### config.mk
export PLATFORM = sky130hd
export DESIGN_NAME = ps2_host_tx
export DESIGN_NICKNAME = d
export VERILOG_FILES = /design/src/rtl/ps2_pkg.sv /design/src/rtl/ps2_line_sync.sv /design/src/rtl/ps2_host_tx.sv
export SDC_FILE = /design/constraint.sdc
export NUM_CORES = 1
export LEC_CHECK = 0
export BUFFER_PORTS_ARGS = -buffer_cell sky130_fd_sc_hd__buf_4
export CORE_MARGIN = 1
export CORE_UTILIZATION = 35
export DETAILED_ROUTE_END_ITERATION = 12
export MAX_ROUTING_LAYER = met4
export SLEW_MARGIN = 20
export SYNTH_ARGS = -nofsm -noshare
export SYNTH_HDL_FRONTEND = slang
export SYNTH_SLANG_ARGS = --single-unit
### constraint.sdc
create_clock -name clk -period 5.4 [get_ports clk]
set_clock_uncertainty 0.2 [all_clocks]
set_input_delay 1.35 -clock clk [delete_from_list [all_inputs] [get_ports clk]]
set_output_delay 1.35 -clock clk [all_outputs]
set_load 0.02 [all_outputs]
### src/rtl/ps2_pkg.sv
// Shared PS/2 host-transmit types, command constants and the frame parity helper.
package ps2_pkg;

  typedef enum logic [2:0] {
    IDLE,
    INHIBIT,
    REQ,
    SHIFT,
    ACK,
    WAIT_IDLE
  } state_e;

  localparam logic [7:0] CMD_RESET  = 8'hFF;
  localparam logic [7:0] CMD_ENABLE = 8'hF4;
  localparam logic [7:0] RSP_ACK    = 8'hFA;

  // Bits driven after the start bit: D0..D7, parity, stop.
  localparam int unsigned SHIFT_W = 10;

  function automatic logic odd_parity(input logic [7:0] d);
    return ~^d;
  endfunction

endpackage

### src/rtl/ps2_line_sync.sv
// Two-flop synchronizer for one raw PS/2 pin plus a falling-edge detector.
module ps2_line_sync (
  input  logic clk,
  input  logic rst,
  input  logic pin,
  output logic level,
  output logic fall_c
);

  logic meta_q, meta_d;
  logic level_q, level_d;
  logic prev_q, prev_d;

  always_comb begin
    meta_d  = pin;
    level_d = meta_q;
    prev_d  = level_q;
  end

  // Idle PS/2 lines float high, so reset to 1 to avoid a phantom edge.
  always_ff @(posedge clk or negedge rst) begin
    if (!rst) begin
      meta_q  <= 1'b1;
      level_q <= 1'b1;
      prev_q  <= 1'b1;
    end else begin
      meta_q  <= meta_d;
      level_q <= level_d;
      prev_q  <= prev_d;
    end
  end

  assign level  = level_q;
  assign fall_c = prev_q & ~level_q;

endmodule

### src/rtl/ps2_host_tx.sv
// Host-to-device PS/2 transmitter: inhibits the bus, sends one command byte
// clocked by the device, checks the device ACK, and reports done/status.
module ps2_host_tx
  import ps2_pkg::*;
#(
  parameter int unsigned CLK_HZ         = 65_000_000,
  parameter int unsigned INHIBIT_CYCLES = CLK_HZ / 10_000,
  parameter int unsigned REQ_TIMEOUT    = CLK_HZ / 66,
  parameter int unsigned BIT_TIMEOUT    = CLK_HZ / 500
) (
  input  logic       clk,
  input  logic       rst,
  input  logic [7:0] tx_data,
  input  logic       tx_valid,
  output logic       tx_ready,
  output logic       busy,
  output logic       done,
  output logic       ack_ok,
  output logic       err_timeout,
  input  logic       ps2_clk_in,
  input  logic       ps2_data_in,
  output logic       ps2_clk_oe,
  output logic       ps2_data_oe
);

  localparam int unsigned CNT_MAX = (INHIBIT_CYCLES > REQ_TIMEOUT) ? INHIBIT_CYCLES : REQ_TIMEOUT;
  localparam int unsigned CNT_W   = $clog2(CNT_MAX + 1);
  localparam int unsigned IDX_W   = 4;

  logic clk_lvl, clk_fall_c;
  logic data_lvl, data_fall_unused;

  ps2_line_sync u_clk_sync (
    .clk    (clk),
    .rst    (rst),
    .pin    (ps2_clk_in),
    .level  (clk_lvl),
    .fall_c (clk_fall_c)
  );

  ps2_line_sync u_data_sync (
    .clk    (clk),
    .rst    (rst),
    .pin    (ps2_data_in),
    .level  (data_lvl),
    .fall_c (data_fall_unused)
  );

  state_e             state_q, state_d;
  logic [CNT_W-1:0]   cnt_q, cnt_d;
  logic [IDX_W-1:0]   idx_q, idx_d;
  logic [SHIFT_W-1:0] shift_q, shift_d;
  logic tx_ready_q, tx_ready_d;
  logic busy_q, busy_d;
  logic done_q, done_d;
  logic ack_q, ack_d;
  logic err_q, err_d;
  logic clk_oe_q, clk_oe_d;
  logic data_oe_q, data_oe_d;
  logic tmo_c, abort_c;
  logic [CNT_W-1:0] cnt_dec_c;

  assign tmo_c     = (cnt_q <= CNT_W'(1));
  assign cnt_dec_c = (cnt_q == '0) ? '0 : cnt_q - CNT_W'(1);

  always_comb begin
    state_d   = state_q;
    cnt_d     = cnt_q;
    idx_d     = idx_q;
    shift_d   = shift_q;
    done_d    = 1'b0;
    ack_d     = ack_q;
    err_d     = err_q;
    clk_oe_d  = 1'b0;
    data_oe_d = data_oe_q;
    abort_c   = 1'b0;

    case (state_q)
      IDLE: begin
        data_oe_d = 1'b0;
        if (tx_valid && tx_ready_q) begin
          state_d   = INHIBIT;
          shift_d   = {1'b1, odd_parity(tx_data), tx_data};
          cnt_d     = CNT_W'(INHIBIT_CYCLES - 1);
          clk_oe_d  = 1'b1;
          data_oe_d = (INHIBIT_CYCLES == 1);
          ack_d     = 1'b0;
          err_d     = 1'b0;
        end
      end
      // Clock held low; the start bit joins in the last inhibit cycle.
      INHIBIT: begin
        if (cnt_q == '0) begin
          state_d   = REQ;
          cnt_d     = CNT_W'(REQ_TIMEOUT);
          data_oe_d = 1'b1;
        end else begin
          clk_oe_d  = 1'b1;
          cnt_d     = cnt_q - CNT_W'(1);
          data_oe_d = (cnt_q == CNT_W'(1));
        end
      end
      REQ: begin
        data_oe_d = 1'b1;
        if (clk_fall_c) begin
          state_d   = SHIFT;
          data_oe_d = ~shift_q[0];
          idx_d     = IDX_W'(1);
          cnt_d     = CNT_W'(BIT_TIMEOUT);
        end else if (tmo_c) begin
          abort_c = 1'b1;
        end else begin
          cnt_d = cnt_dec_c;
        end
      end
      SHIFT: begin
        if (clk_fall_c) begin
          data_oe_d = ~shift_q[idx_q];
          idx_d     = idx_q + IDX_W'(1);
          cnt_d     = CNT_W'(BIT_TIMEOUT);
          if (idx_q == IDX_W'(SHIFT_W - 1)) state_d = ACK;
        end else if (tmo_c) begin
          abort_c = 1'b1;
        end else begin
          cnt_d = cnt_dec_c;
        end
      end
      ACK: begin
        if (clk_fall_c) begin
          ack_d   = ~data_lvl;
          state_d = WAIT_IDLE;
          cnt_d   = CNT_W'(BIT_TIMEOUT);
        end else if (tmo_c) begin
          abort_c = 1'b1;
        end else begin
          cnt_d = cnt_dec_c;
        end
      end
      WAIT_IDLE: begin
        if (clk_lvl && data_lvl) begin
          done_d  = 1'b1;
          state_d = IDLE;
        end else if (tmo_c) begin
          abort_c = 1'b1;
        end else begin
          cnt_d = cnt_dec_c;
        end
      end
      default: state_d = IDLE;
    endcase

    // Any timeout releases both lines and ends the transaction with an error.
    if (abort_c) begin
      state_d   = IDLE;
      clk_oe_d  = 1'b0;
      data_oe_d = 1'b0;
      done_d    = 1'b1;
      ack_d     = 1'b0;
      err_d     = 1'b1;
    end

    tx_ready_d = (state_d == IDLE);
    busy_d     = (state_d != IDLE);
  end

  always_ff @(posedge clk or negedge rst) begin
    if (!rst) begin
      state_q    <= IDLE;
      cnt_q      <= '0;
      idx_q      <= '0;
      shift_q    <= '0;
      tx_ready_q <= 1'b1;
      busy_q     <= 1'b0;
      done_q     <= 1'b0;
      ack_q      <= 1'b0;
      err_q      <= 1'b0;
      clk_oe_q   <= 1'b0;
      data_oe_q  <= 1'b0;
    end else begin
      state_q    <= state_d;
      cnt_q      <= cnt_d;
      idx_q      <= idx_d;
      shift_q    <= shift_d;
      tx_ready_q <= tx_ready_d;
      busy_q     <= busy_d;
      done_q     <= done_d;
      ack_q      <= ack_d;
      err_q      <= err_d;
      clk_oe_q   <= clk_oe_d;
      data_oe_q  <= data_oe_d;
    end
  end

  assign tx_ready    = tx_ready_q;
  assign busy        = busy_q;
  assign done        = done_q;
  assign ack_ok      = ack_q;
  assign err_timeout = err_q;
  assign ps2_clk_oe  = clk_oe_q;
  assign ps2_data_oe = data_oe_q;

endmodule

# Word level (Yosys, flattened, before mapping)
# Cells that the tools add are included.
# op_classes
add_sub_neg,2
mul,0
div,0
order_cmp,2
eq_ne,14
shifts,0
n_mux,43
n_bitwise,5
reduce_logical,20
# op_table
op,n
$mux 20,6
$pmux 20 s4,1
$mux 3,8
$eq 20x1->1 const B,1
$le 20x1->1 const B,1
$logic_not 20->1,1
$sub 20x1->20 const B,1
$mux 1,19
$pmux 3 s6,1
$ne 3x3->1 const B,3
$reduce_and 3->1,3
$mux 4,2
$ne 2x2->1 const B,4
$pmux 4 s2,1
$reduce_xnor 8->1,1
$eq 3x2->1 const B,2
$eq 3x3->1 const B,2
$logic_not 3->1,2
$pmux 1 s2,3
$reduce_and 2->1,3
$reduce_bool 2->1,3
$reduce_bool 3->1,2
$lt 4x5->1 const B,1
$reduce_bool 5->1,1
other kinds (10),14
# word_totals
regBits,49
latch_bits,0
ram_bits,0
romBits,0
elab_cells,102
memories,0

# Depth between registers and ports, before layout
# Gate-level depths: netlist (run 1).
# logic_depth
depth_word,6
depth_mapped,9

# Hierarchy
# From an unflattened synthesis (run 1), not the netlist that was laid out.
# hier_totals
hier_cells,322
area_unflattened_um2,2994.1
# by_module_without_submodules
module,instances,cells_per_inst,area_per_inst_um2,seq_area_each_um2
ps2_host_tx,1,314,2808.9,1102.3
ps2_line_sync,2,4,92.6,78.8

# Least setup slack after synthesis (run 1)
# Ideal clock, no wire load.
# synth_path
path_type,input port to flip-flop
startpoint,input port tx_valid
endpoint,register cnt_q[11]
setup_time_ns,0.124
arrival_ns,2.462
required_time_ns,5.076
path_slack_ns,2.614
path_stages,5
path_cell_list,and2_0 o211ai_1 clkbuf_1 o21ai_0 a211o_1
# synth_between
elab_chain_len,3
# synth_lines
element,line_no,text
start: declaration,ps2_host_tx.sv:14,"input logic tx_valid,"
$logic_and 1x1->1,ps2_host_tx.sv:81,if (tx_valid && tx_ready_q) begin
$ne 2x2->1 (no source line),-,
$reduce_and 3->1 (no source line),-,
end signal: assignment,ps2_host_tx.sv:181,cnt_q <= cnt_d;
end: declaration,ps2_host_tx.sv:50,"logic [CNT_W-1:0] cnt_q, cnt_d;"
# No other way between the ends.
# A chain may end at the register's enable or synchronous reset.

# Worst setup path after layout (run 1)
# layout_path
startpoint,register cnt_q[4]
endpoint,register cnt_q[6]
# layout_between
elab_chain_len,5
# layout_lines
element,line_no,text
$sub 20x1->20 / $logic_not 20->1 (equally long branches),"ps2_host_tx.sv:64, ps2_host_tx.sv:99, ps2_host_tx.sv:93",
$mux 20,ps2_host_tx.sv:64,assign cnt_dec_c = (cnt_q == '0) ? '0 : cnt_q - CNT_W'(1);
$mux 20,-,
$mux 20 (on tied branches),"ps2_host_tx.sv:140, ps2_host_tx.sv:117",
$pmux 20 s4 (*),ps2_host_tx.sv:78,case (state_q)
# Mark *: on every way between the ends. The rest lies on a longest branch, timed or not. The select of a mux whose other input is x is not followed.

==> results of run 1 <==
synthesized netlist by cell type (all sizes together) (2+ instances only):
master,n
mux2i,3
or3b,2
dfstp,6
a211oi,2
a22o,2
o311a,2
a32oi,3
nand2b,4
or2,4
o21ai,17
nor3b,3
a31oi,5
dfrtp,43
and2,4
mux4,2
and3,4
o2111ai,2
nor2,16
xnor2,7
nor3,15
o31a,2
o22ai,3
buf,3
o31ai,3
ha,5
inv,11
nand3,28
clkbuf,11
xor2,2
mux2,9
o211ai,10
nand2,28
nand4,7
a22oi,2
nor2b,7
o211a,3
or4,5
a21oi,15
nor4,12
a211o,2
or3,6
layer usage:
layer  track usage  share of wire  vias to the layer above
li1              -              -                     1287
met1         0.280           0.49                     1338
met2         0.291           0.45                       85
met3        0.0250          0.046                       17
met4        0.0783          0.021                        0
met5             -              0                        -
stage by stage:
stage	hold WS, ns	worst slack (ns)	instance area [um2]	power, W	util
6_report	0.161	2.30	3350	0.00152	0.404
5_1_grt	0.165	2.06	3350	0.00163	0.404
4_1_cts	0.163	2.41	3350	0.00152	0.404
3_5_place_dp	0.148	2.29	3240	0.00123	0.390
3_3_place_gp	0.146	2.30	3240	0.00123	0.390
2_1_floorplan	0.145	2.61	3020	0.00106	-
worst reg2reg max path, stage by stage, from the launching register on:
cell,delay [ns]
dfrtp_1,0.46
or4_4,0.57
nor4_1,0.91
o211ai_1,0.46
a32oi_1,0.29
nand3_1,0.10
worst paths after layout:
| path | start | end | slack (ns) | depth (start not counted) |
|---|---|---|---|---|
| worst min-delay path | u_data_sync.level_d | u_data_sync.level | 0.16 | 0 |
| min in group asynchronous | rst | cnt_q[10] | 0.85 | 1 |
| worst max-delay path | cnt_q[4] | cnt_q[6] | 2.30 | 5 |
| worst max register to register | cnt_q[4] | cnt_q[6] | 2.30 | 5 |
| max in group asynchronous | rst | cnt_q[7] | 3.72 | 1 |
| worst min register to register | u_data_sync.level_d | u_data_sync.level | 0.16 | 0 |
flip-flops by register name, summed over array words and instances (netlist names), 3 cells and up:
register  cells
idx_q         4
shift_q      10
state_q       3
cnt_q        20
kinds of logic (layout without fill, tap and decap cells):
kind of cell / Yosys count / after routing / synth area share
compound gates: 84 / 84 / 0.192
xor+xnor: 9 / 9 / 0.0261
fa+ha+maj: 5 / 5 / 0.0207
buf+inv: 25 / 39 / 0.0360
flops: 49 / 49 / 0.408
mux: 14 / 14 / 0.0583
simple gates: 147 / 147 / 0.259
layout make-up:
cell class	count	area, um2
Clock inverter	3	47.5
Multi-Input combinational cell	259	1680
Fill cell	822	4940
Tap cell	105	131
Inverter	11	41.3
Timing Repair Buffer	20	150
Clock buffer	5	68.8
Sequential cell	49	1230
report_power, final:
part / internal, W / switching, W
Clock: 0.000142 / 0.000142
Sequential: 0.000476 / 0.000135
Combinational: 0.000267 / 0.000358
==> flow_summary.toml, run 1 <==
[synth]
ys_seq_area_frac = 0.408
async_flop_share = 1.00
synth_warnings = 0
ys.flop_type = "dfrtp_1"
synth_top_area_cell = "dfrtp_1"
synth-seq-cells = 49
synth_top_area_share = 0.356
synth_area_leaders = "dfrtp_1, dfstp_2, nand3_1, nand2_1, mux2_2"
synth_cell_types = 57
synth-edff-count = 0
postSynthAreaPerCell_um2 = 9.08
syn_inst = 333
syn_area_mm2 = 0.00302
synth_fp_nets = 351

[routing]
ant_nets = 0
via_count = 2727
drc_errors = 0
viasPerCell = 6.03
first_iter_violations = 314
first_pass_iters = 6
wl_um = 7940
avgRoutedWirePerCell_um = 17.6

[clock_network]
post_cts_buffers = 0
numCtsBuffers = 5
cts_tree = "built"
clock-sinks = 49
cts_buffer_depth = 2
cts_htree_levels = 2
cts_resized = 0
root_buffer = "clkbuf_8"
postCtsHoldBufs = 0
clk_pin_slew_ns = 0.10
clkLatencyLatePin_ns = 0.32

[finish]
antenna_cells = 0
final_cell_mix = "dfrtp_1, nand2_1, nand3_1"
drive_gt1_frac = 0.156
layout_commonest_cell = "dfrtp_1"
finalNonFillerCells = 452
syn_to_final_growth_pct = 10.9
nets = 364

[setup_path]
crit_slowest_cell = "nor4_1"
crit_path_start_kind = "flop"
cp_top_family = "simple AND/OR/NAND/NOR gates"
critPathKind = "reg2reg"
critPathMaxStageDelay_ns = 0.91
cp_num_buf_inv = 0
cp.arrival_ns = 3.10
crit_required_ns = 5.40
worstPathMaxFanout = 7
crit_chain = "or4_4 -> nor4_1 -> o211ai_1 -> a32oi_1 -> nand3_1"
worstSetupEndpointType = "flop"

[place]
io_buffers = 19
hpwlAfterDp_um = 5560
placed_cells = 444
gp_congestion = 0.861

[job]
drv_cap = 0

[global_route]
grt_pass1_wl_um = 13300
grt_max_degree = 50
grt_pass1_vias = 2578
grt_util_all_layers = 0.200
overflow = 0
antenna_found_initial = 0

[sta]
fin_setup_tns_ns = 0
rsz0062_at_grt = "false"
post-route-period-util = 0.574
slew_headroom = 0.260
finalMaxSlewViolations = 0
fmax_ghz = 0.322
setup_viol_count_final = 0
timing.final.crit_period_ns = 3.10
final-hold-violation-count = 0
tightestPinTransition_ns = 1.10

[floorplan]
dieArea_mm2 = 0.00902
die_y_um = 95.0
start_util = 0.364
rows = 33
coreArea_mm2 = 0.00830
ios = 20
die_x_um = 95.0

[hold_path]
hold_path_class = "reg2reg"

[power]
power_leakage_nw = 1.37
power.density_mw_per_mm2 = 453
peakVddDrop_mv = 0.244

[outcome]
outcome = "finished clean"
Power figures use the tool's default switching activity.
==> run 2: changes to the inputs <==
clock period = 3.1 ns   (was 5.4 ns; I/O delays follow)
==> run 2 against run 1 <==
Register-to-register slack got worse by 2.1 ns. Worst setup slack got worse by 2.1 ns. Fmax increased by 5.1%. Combinational power increased by 89%. Utilization increased by 0.65 points. Clock power increased by 51%. Total power increased by 73%. Critical path depth unchanged. Sequential power increased by 67%. Wire length about the same. Sequential share of layout area decreased by 0.58 points.
==> flow_summary.toml, run 2 (synthesized netlist as in run 1, its figures left out) <==
[power]
clkPwrFrac = 0.162
power.density_mw_per_mm2 = 772
switching_share = 0.429
peakVddDrop_mv = 0.373
p_sw_w = 0.00113
intPower_w = 0.00150
power_leakage_nw = 1.41
comb_power_share = 0.450
sequentialPowerShare = 0.388

[setup_path]
critPathMaxStageDelay_ns = 0.58
worstPathMaxFanout = 8
cpMostUsedCell = "or4_4"
crit_required_ns = 3.12
cp.arrival_ns = 2.97
worstSetupEndpointType = "flop"
critPathKind = "reg2reg"
crit_chain = "or4_4 -> or4_4 -> or3_1 -> a31o_1 -> a211o_1"
crit_path_start_kind = "flop"
crit_slowest_cell = "or4_4"

[sta]
timing.final.crit_period_ns = 2.95
slew_headroom = 0.558
final-hold-violation-count = 0
fin_setup_tns_ns = 0
tightestPinTransition_ns = 0.663
post-route-period-util = 0.952
rsz0062_at_grt = "false"
finalMaxSlewViolations = 0
setup_viol_count_final = 0
fmax_ghz = 0.339

[routing]
first_iter_violations = 308
via_count = 2765
ant_nets = 0
first_pass_iters = 5
drc_errors = 0
wl_um = 7940
avgRoutedWirePerCell_um = 17.2
viasPerCell = 5.98

[global_route]
overflow = 0
use_met2 = 0.292
grt_pass1_wl_um = 13600
grt_max_degree = 50
grt_pass1_vias = 2662
use_met1 = 0.286
antenna_found_initial = 0
top_usage_layer = "met2"
grt_util_all_layers = 0.202
grt_util_met3 = 0.0306

[place]
gp_congestion = 0.886
io_buffers = 19
hpwlAfterDp_um = 5640
placed_area_mm2 = 0.00331

[finish]
antenna_cells = 0
drive_gt1_frac = 0.179
syn_to_final_growth_pct = 12.7
reg_top3 = "cnt_q (20), shift_q (10), idx_q (4)"
fill_cells = 864
regMostFlops = "cnt_q"
nets = 374
fin_area_mm2 = 0.00341
layout_commonest_cell = "dfrtp_1"
final_cell_mix = "dfrtp_1, buf_4, nand2_1, nand3_1, o21ai_0"
largest_reg_flops = 20

[floorplan]
ios = 20
dieArea_mm2 = 0.00902
die_y_um = 95.0
start_util = 0.364
coreArea_mm2 = 0.00830
rows = 33
die_x_um = 95.0

[clock_network]
numCtsBuffers = 5
cts_resized = 0
cts_tree = "built"
post_cts_buffers = 0
root_buffer = "clkbuf_8"
cts_htree_levels = 2
clk_pin_slew_ns = 0.11
cts_buffer_depth = 2
postCtsHoldBufs = 0
clkLatencyLatePin_ns = 0.32
clock-sinks = 49

[outcome]
outcome = "finished clean"

[job]
drv_cap = 0

[hold_path]
hold_path_class = "reg2reg"
==> run 2: changes by cell type in the layout (fill, tap and decap cells not counted), sizes merged <==
cell    change
buf        +10
bufinv      -1
inv         +1
==> run 2: worst paths after layout <==
kind                               endpoint               start  slack, ns  cells past startpoint
setup / recovery                  cnt_q[15]            cnt_q[4]       0.15                      5
hold / removal             u_clk_sync.level  u_clk_sync.level_d       0.16                      0
setup reg to reg                  cnt_q[15]            cnt_q[4]       0.15                      5
hold reg to reg            u_clk_sync.level  u_clk_sync.level_d       0.16                      0
max in group asynchronous          cnt_q[7]                 rst       2.00                      1
min in group asynchronous          idx_q[3]                 rst       0.27                      1
==> run 2: area by class of cell <==
cell class              instances  area, um2  share of cell area
well taps                     105        131              0.0385
repair buffers                 30        225              0.0661
clock inverters                 3       26.3             0.00771
clock buffers                   5       68.8              0.0202
multi-input cells             259       1680               0.493
inverters                      11       41.3              0.0121
flip-flops and latches         49       1230               0.362
==> run 2: metrics by stage <==
step                hold slack, ns  setup WS, ns  utilization  total power (W)  cells
global route                 0.169        0.0827        0.411          0.00284    462
CTS                          0.161         0.163        0.411          0.00263    462
floorplan                    0.145         0.331            -          0.00184    333
detailed placement           0.147         0.174        0.399          0.00220    454
global placement             0.147         0.207        0.399          0.00218    454
finish                       0.160         0.148        0.411          0.00263    462
==> run 2: power by group through the flow <==
stage,Sequential (W),Clock [W],Combinational [W]
floorplan,0.000988,0,0.000854
global placement,0.00102,0,0.00116
detailed placement,0.00103,0,0.00117
CTS,0.00102,0.000430,0.00118
global route,0.00106,0.000457,0.00132
finish,0.00102,0.000427,0.00118
==> run 2: metal layers <==
metal	routed length, um	share of wire
met1	3710	0.47
met2	3630	0.46
met3	470	0.059
met4	123	0.015
met5	0	0
==> run 2: critical path, delay by kind of cell (launching register included) <==
kind               cells  cell delay, ns
AOI/OAI and AO/OA      2            0.54
DFF                    1            0.45
and+or+nand+nor        3            1.67
==> run 3: changes to the inputs <==
BUFFER_PORTS_ARGS = default   (was -buffer_cell sky130_fd_sc_hd__buf_4)
CTS_CLUSTER_SIZE = 20   (was default)
DONT_BUFFER_PORTS = 1   (was default)
SLEW_MARGIN = default   (was 20)
==> run 3 against run 2 <==
First-iteration DRC count up 8.1%. Non-clock buffer count down 20. Sequential power up 4%. Clock power down 2%. Count of clock-buffer cells in the layout unchanged. Wire length about the same. Die area unchanged. Critical endpoint unchanged.
==> flow_summary.toml, run 3 (synthesized netlist as in run 1, its figures left out) <==
[outcome]
outcome = "finished clean"

[place]
io_buffers = 0
gp_congestion = 0.871
placed_area_mm2 = 0.00316
hpwlAfterDp_um = 5550

[setup_path]
critPathMaxStageDelay_ns = 0.58
critPathKind = "reg2reg"
cp.arrival_ns = 2.98
worstSetupEndpointType = "flop"
cpMostUsedCell = "or4_4"
crit_path_start_kind = "flop"
crit_slowest_cell = "or4_4"
crit_required_ns = 3.11
worstPathMaxFanout = 8
crit_chain = "or4_4 -> or4_4 -> or3_1 -> a31o_1 -> a211o_1"

[finish]
syn_to_final_growth_pct = 8.36
nets = 354
layout_commonest_cell = "dfrtp_1"
drive_gt1_frac = 0.131
reg_top3 = "cnt_q (20), shift_q (10), idx_q (4)"
antenna_cells = 0
regMostFlops = "cnt_q"
fin_area_mm2 = 0.00328
final_cell_mix = "dfrtp_1, nand2_1, nand3_1"
fill_cells = 831
largest_reg_flops = 20

[routing]
drc_errors = 0
first_pass_iters = 4
ant_nets = 0
viasPerCell = 5.97
via_count = 2640
avgRoutedWirePerCell_um = 18.0
first_iter_violations = 333
wl_um = 7940

[sta]
tightestPinTransition_ns = 0.695
fin_setup_tns_ns = 0
post-route-period-util = 0.957
fmax_ghz = 0.337
rsz0062_at_grt = "false"
setup_viol_count_final = 0
slew_headroom = 0.536
final-hold-violation-count = 0
finalMaxSlewViolations = 0
timing.final.crit_period_ns = 2.97

[clock_network]
post_cts_buffers = 0
clk_pin_slew_ns = 0.11
clkLatencyLatePin_ns = 0.33
cts_tree = "built"
clock-sinks = 49
cts_htree_levels = 2
root_buffer = "clkbuf_8"
cts_buffer_depth = 2
numCtsBuffers = 5

[power]
switching_share = 0.431
p_sw_w = 0.00110
clkPwrFrac = 0.163
intPower_w = 0.00146
power.density_mw_per_mm2 = 782
sequentialPowerShare = 0.412
comb_power_share = 0.425
peakVddDrop_mv = 0.377
power_leakage_nw = 1.31

[hold_path]
hold_path_class = "in2async"

[global_route]
antenna_found_initial = 0
grt_pass1_wl_um = 13200
grt_pass1_vias = 2586
grt_util_all_layers = 0.196
overflow = 0
grt_max_degree = 44

[floorplan]
die_x_um = 95.0
start_util = 0.364
die_y_um = 95.0
rows = 33
coreArea_mm2 = 0.00830
ios = 20
dieArea_mm2 = 0.00902

[job]
drv_cap = 0
run 3: cell count changes in the layout (fill, tap and decap cells not counted):
cell | before | now
inv_6 | 3 | 1
buf_16 | 0 | 1
buf_4 | 30 | 9
clkinvlp_4 | 0 | 1
clkinv_4 | 0 | 1
run 3: worst max-delay path: cells and delay by family (launching register included):
family	cells	cell delay (ns)
AOI/OAI and AO/OA	2	0.54
DFF	1	0.46
and+or+nand+nor	3	1.66
run 3: timing repair:
action	4_1_cts	5_1_grt
gates resized for setup	0	0
hold endpoints to repair	43	0
hold buffers	1	0
run 3: layout make-up:
cell class	instances	area, um2	area share
multi-input combinational	259	1680	0.513
sequential	49	1230	0.376
tap	105	131	0.0401
inverter	11	41.3	0.0126
timing repair buffer	10	95.1	0.0290
clock inverter	3	25.0	0.00764
clock buffer	5	68.8	0.0210
run 3: final timing paths:
kind                                           from                 to  slack, ns  depth (start not counted)
worst min-delay path                            rst           tx_ready       0.08                          0
max in group asynchronous                       rst          cnt_q[15]       2.40                          1
min in group clk                u_data_sync.level_d  u_data_sync.level       0.16                          0
worst max register to register             cnt_q[4]          cnt_q[15]       0.13                          5
worst max-delay path                       cnt_q[4]          cnt_q[15]       0.13                          5
worst min register to register  u_data_sync.level_d  u_data_sync.level       0.16                          0
run 3: metrics by stage:
step	hold slack, ns	util	instances	total power, W	setup WS, ns
3_5_place_dp	0.148	0.380	433	0.00213	0.166
5_1_grt	0.0671	0.395	442	0.00273	0.0770
4_1_cts	0.0675	0.395	442	0.00256	0.156
6_report	0.0756	0.395	442	0.00256	0.133
2_1_floorplan	0.145	-	333	0.00184	0.331
3_3_place_gp	0.149	0.380	433	0.00211	0.206
run 3: layer usage:
| metal | up-vias | global-route usage | part of all wire | wire [um] |
|---|---|---|---|---|
| li1 | 1268 | - | - | - |
| met1 | 1277 | 0.268 | 0.47 | 3700 |
| met2 | 82 | 0.293 | 0.46 | 3650 |
| met3 | 13 | 0.0258 | 0.059 | 466 |
| met4 | 0 | 0.0783 | 0.016 | 128 |
| met5 | - | - | 0 | 0 |
run 3: power groups by stage:
| stage | clock (W) | sequential (W) | combinational [W] |
|---|---|---|---|
| 6_report | 0.000418 | 0.00106 | 0.00109 |
| 4_1_cts | 0.000426 | 0.00106 | 0.00108 |
| 3_3_place_gp | 0 | 0.00106 | 0.00105 |
| 3_5_place_dp | 0 | 0.00107 | 0.00106 |
| 5_1_grt | 0.000440 | 0.00109 | 0.00120 |
| 2_1_floorplan | 0 | 0.000988 | 0.000854 |
